File: src/rtl/preg_free_scheduler.sv
// Arbitrates squash (high priority) and retire (low priority) preg reclaim into a FIFO feeding two freelist free ports.
// One cycle minimum from acceptance to free strobe; ready depends only on registered occupancy (sq needs 2 slots, rt needs 4).
module preg_free_scheduler #(
  parameter int NUM_PREGS  = 64,
  parameter int FIFO_DEPTH = 8,
  localparam int PW = $clog2(NUM_PREGS),
  localparam int AW = $clog2(FIFO_DEPTH),
  localparam int CW = AW + 1
) (
  input  logic          clk,
  input  logic          reset,
  input  logic [1:0]    sq_valid,
  input  logic [PW-1:0] sq_preg0,
  input  logic [PW-1:0] sq_preg1,
  output logic          sq_ready,
  input  logic [1:0]    rt_valid,
  input  logic [PW-1:0] rt_preg0,
  input  logic [PW-1:0] rt_preg1,
  output logic          rt_ready,
  output logic          free1,
  output logic [PW-1:0] free1_addr,
  output logic          free2,
  output logic [PW-1:0] free2_addr,
  output logic [CW-1:0] count,
  output logic          empty,
  output logic          err_overflow
);

  logic [PW-1:0] mem [FIFO_DEPTH];
  logic [AW-1:0] head;
  logic [AW-1:0] tail;
  logic [CW-1:0] space;
  logic [3:0]    lane_vld;
  logic [3:0]    lane_rdy;
  logic [3:0]    lane_acc;
  logic [PW-1:0] lane_preg [4];
  logic [2:0]    lane_off [4];
  logic [2:0]    n_enq;
  logic [1:0]    n_deq;
  logic          bad_req;

  assign space    = CW'(FIFO_DEPTH) - count;
  assign sq_ready = reset && (space >= CW'(2));
  assign rt_ready = reset && (space >= CW'(4));

  // Lane order sq0, sq1, rt0, rt1 defines packing order into the FIFO.
  assign lane_vld     = {rt_valid, sq_valid};
  assign lane_rdy     = {{2{rt_ready}}, {2{sq_ready}}};
  assign lane_acc     = lane_vld & lane_rdy;
  assign bad_req      = |(lane_vld & ~lane_rdy);
  assign lane_preg[0] = sq_preg0;
  assign lane_preg[1] = sq_preg1;
  assign lane_preg[2] = rt_preg0;
  assign lane_preg[3] = rt_preg1;

  assign n_deq = (count >= CW'(2)) ? 2'd2 : count[1:0];
  assign empty = (count == '0) && !free1 && !free2;

  always_comb begin
    n_enq = '0;
    for (int i = 0; i < 4; i++) begin
      lane_off[i] = n_enq;
      if (lane_acc[i]) n_enq = n_enq + 3'd1;
    end
  end

  always_ff @(posedge clk) begin
    for (int i = 0; i < 4; i++) begin
      if (lane_acc[i]) mem[tail + AW'(lane_off[i])] <= lane_preg[i];
    end
  end

  // Dequeue reads pre-enqueue state, so a preg written this edge is never freed on the same edge.
  always_ff @(posedge clk or negedge reset) begin
    if (!reset) begin
      head         <= '0;
      tail         <= '0;
      count        <= '0;
      free1        <= 1'b0;
      free2        <= 1'b0;
      free1_addr   <= '0;
      free2_addr   <= '0;
      err_overflow <= 1'b0;
    end else begin
      head  <= head + AW'(n_deq);
      tail  <= tail + AW'(n_enq);
      count <= count + CW'(n_enq) - CW'(n_deq);
      free1 <= (n_deq != 2'd0);
      free2 <= (n_deq == 2'd2);
      if (n_deq != 2'd0) free1_addr <= mem[head];
      if (n_deq == 2'd2) free2_addr <= mem[head + AW'(1)];
      if (bad_req) err_overflow <= 1'b1;
    end
  end

endmodule

File: config.mk
export PLATFORM = sky130hd
export DESIGN_NAME = preg_free_scheduler
export DESIGN_NICKNAME = d
export VERILOG_FILES = /design/src/rtl/preg_free_scheduler.sv
export SDC_FILE = /design/constraint.sdc
export NUM_CORES = 1
export LEC_CHECK = 0
export ABC_AREA = 1
export CAP_MARGIN = 20
export CORE_MARGIN = 3
export CORE_UTILIZATION = 40
export DETAILED_ROUTE_END_ITERATION = 8
export GPL_TIMING_DRIVEN = 1
export HOLD_SLACK_MARGIN = 0.02
export REMOVE_ABC_BUFFERS = 1
export SYNTH_ARGS = -nofsm -noshare
export SYNTH_HDL_FRONTEND = slang
export SYNTH_SLANG_ARGS = --single-unit
File: constraint.sdc
create_clock -name clk -period 5.7 [get_ports clk]
set_clock_uncertainty 0.1 [all_clocks]
set_input_delay 0.57 -clock clk [delete_from_list [all_inputs] [get_ports clk]]
set_output_delay 0.57 -clock clk [all_outputs]
set_load 0.005 [all_outputs]
==> qor.csv <==
metric,value,unit
GPL Wtd Cong,0.977,
1st-pass router iterations,5,
Unique masters post-synth,32,
Vias/cell,5.38,
Final Max Tran Viols,0,
nets,958,
CTS tree,done,
MaxCap Viol Count,0,
aggregate global-route resource usage,22.1,%
first-pass GRT wire length,28.7,mm
IO Count,52,
synth top area cells,"edfxtp_1 24%, nand2_1 18%, nand3_1 12%, dfrtp_1 10%, inv_1 5.7%",
slack of the critical path,0.665,ns
P_leak,3.21,nW
Yosys top cell area share,23.9,%
fill count,1502,
pre-CTS worst setup slack,0.713,ns
clock latency on the worst-skew pair,0.33,ns
WL/cell,16.7,µm
setup repair bufs after CTS,0,
asr flop ratio synth,34.2,%
Rows,44,
Hold Path Class,input port to asynchronous set/reset pin,
Post-synth top flop,edfxtp_1,
Max Clk Rate,199,MHz
CP Class,flop to flop,
CP startpoint kind,flop,
Clock H-tree levels,3,
Port Buffer Count,51,
VDD IR max,0.190,mV
"Seq/Total Area, Yosys",34.3,%
core footprint,14600,µm²
placed inst area,6630,µm²
DR vias,5875,
critical path peak fanout,10,
number of global-route vias before repair,5197,
final instance area,6970,µm²
Syn Inst Count,875,
ANT cells,0,
share of cells above drive strength 1,6.28,%
1st-iter DRT viols,667,
CP Capture Type,flop,
clk sinks,73,
cts bufs inserted,9,
"commonest non-fill, non-tap cell in the layout",nand2_1,
"CTS clk-pin slew, worst paths",0.06,ns
post-layout util,47.6,%
crit path DAT,4.89,ns
Die X,129,µm
Worst-Margin Slew,0.812,ns
Slew headroom,45.9,%
Die Height,129,µm
setup violators final,0,
antenna-violating nets left,0,
Final Hold Fails,0,
Post-Syn Area per Cell,6.88,µm²
minimum clock period,5.03,ns
"commonest non-fill, non-tap cells in the layout","293 x nand2_1, 144 x nand3_1, 92 x inv_1, 50 x clkdlybuf4s50_1, 49 x o21ai_0",
Post-CTS Hold Fix Bufs,0,
status,"complete, no violations",
die area,16600,µm²
CP Data Required Time,5.55,ns
total chip power,3.91,mW
clk buf depth,2,
initial antenna violation count,0,
Final Cycle Share,88.3,%
PD cells,561,nW/µm²
Root Driver,clkbuf_16,
"EDFF count, synth",48,
YS warnings,0,
DP HPWL,14.4,mm
number of remaining DRC errors,0,
cts repair resizes,0,
cell area after synthesis,6020,µm²
sum of negative setup slack,0,ns
Starting Density,41.1,%
Yosys top cell by area,edfxtp_1,
pin count of the biggest net entering global routing,49,
"FF+latch count, synth",73,
total gr overflow,0,
total wire length,18.3,mm
RSZ-0062 raised after global routing,no,
Area Overhead vs Synth,15.7,%
-- final cells by class --
| cell class | count | area (µm²) | share of cell area, % |
|---|---|---|---|
| multi-input combinational | 660 | 3410 | 48.9 |
| tap | 184 | 230 | 3.30 |
| inverter | 103 | 387 | 5.55 |
| timing repair buffer | 56 | 543 | 7.79 |
| sequential | 73 | 2070 | 29.7 |
| clock inverter | 4 | 55.1 | 0.790 |
| clock buffer | 12 | 279 | 4.01 |
-- through the flow --
stage	instances	hold slack [ns]
4_1_cts	1092	0.343
2_1_floorplan	836	0.174
5_1_grt	1092	0.390
3_5_place_dp	1076	0.358
6_report	1092	0.354
3_3_place_gp	1076	0.361
-- worst max-delay path: stages (launching register included) --
cell	delay, ns
dfrtp_1	0.40
clkinv_1	0.28
ha_1	0.31
inv_1	0.07
nand2_1	0.06
nand2_2	0.10
nand4_2	0.31
nand2_1	0.18
inv_1	0.07
nand2_1	0.15
ha_1	0.30
or2_1	0.24
nand2_1	0.09
inv_1	0.07
ha_1	0.19
fa_1	0.75
inv_1	0.28
nand4_1	0.30
nand4_1	0.40
-- power by group --
group          switching (mW)  internal (mW)  leakage (nW)
registers               0.191          0.863         0.722
clock network           0.226          0.395         0.160
logic                    1.46          0.776          2.33
-- synth_stat cells, drive strengths merged (6+ instances only) --
cell / number
dfrtp: 25
nand3: 154
edfxtp: 48
buf: 19
clkbuf: 20
nand4: 22
nor2: 42
nand2: 302
o21ai: 49
a21oi: 34
ha: 21
o211ai: 16
xor2: 6
inv: 100
-- state kept, by name (all words and copies together), names as in the netlist --
signal and count:
count 4, err_overflow 1, free1 1, free1_addr 6, free2 1, free2_addr 6, head 3, mem 48
tail 3
-- kinds of logic after synthesis --
| logic type | after synthesis | share of synthesized area (%) |
|---|---|---|
| buffers and inverters | 142 | 9.12 |
| AOI/OAI and AO/OA | 99 | 8.89 |
| and+or+nand+nor | 525 | 40.4 |
| DFF | 73 | 34.3 |
| adders and majority gates | 25 | 5.69 |
| xor gates and xnor gates | 11 | 1.60 |
-- per-layer routing --
layer / vias up / wire length (µm) / GRT usage, %
li1: 2939 / - / -
met1: 2691 / 8750 / 33.1
met2: 227 / 8120 / 33.1
met3: 18 / 1130 / 3.57
met4: 0 / 272 / 5.62
met5: - / 0 / 0
-- worst paths after layout --
check	start	end	slack [ns]	cells after the start
setup / recovery	count[0]	mem[0][2]	0.67	18
hold / removal	reset	err_overflow	0.35	2
setup reg to reg	count[0]	mem[0][2]	0.67	18
hold reg to reg	free2_addr[3]	free2_addr[3]	0.38	2
max in group asynchronous	reset	free2_addr[5]	4.84	2
min in group clk	free2_addr[3]	free2_addr[3]	0.38	2
Note: power is estimated with default switching activity, not from simulation.
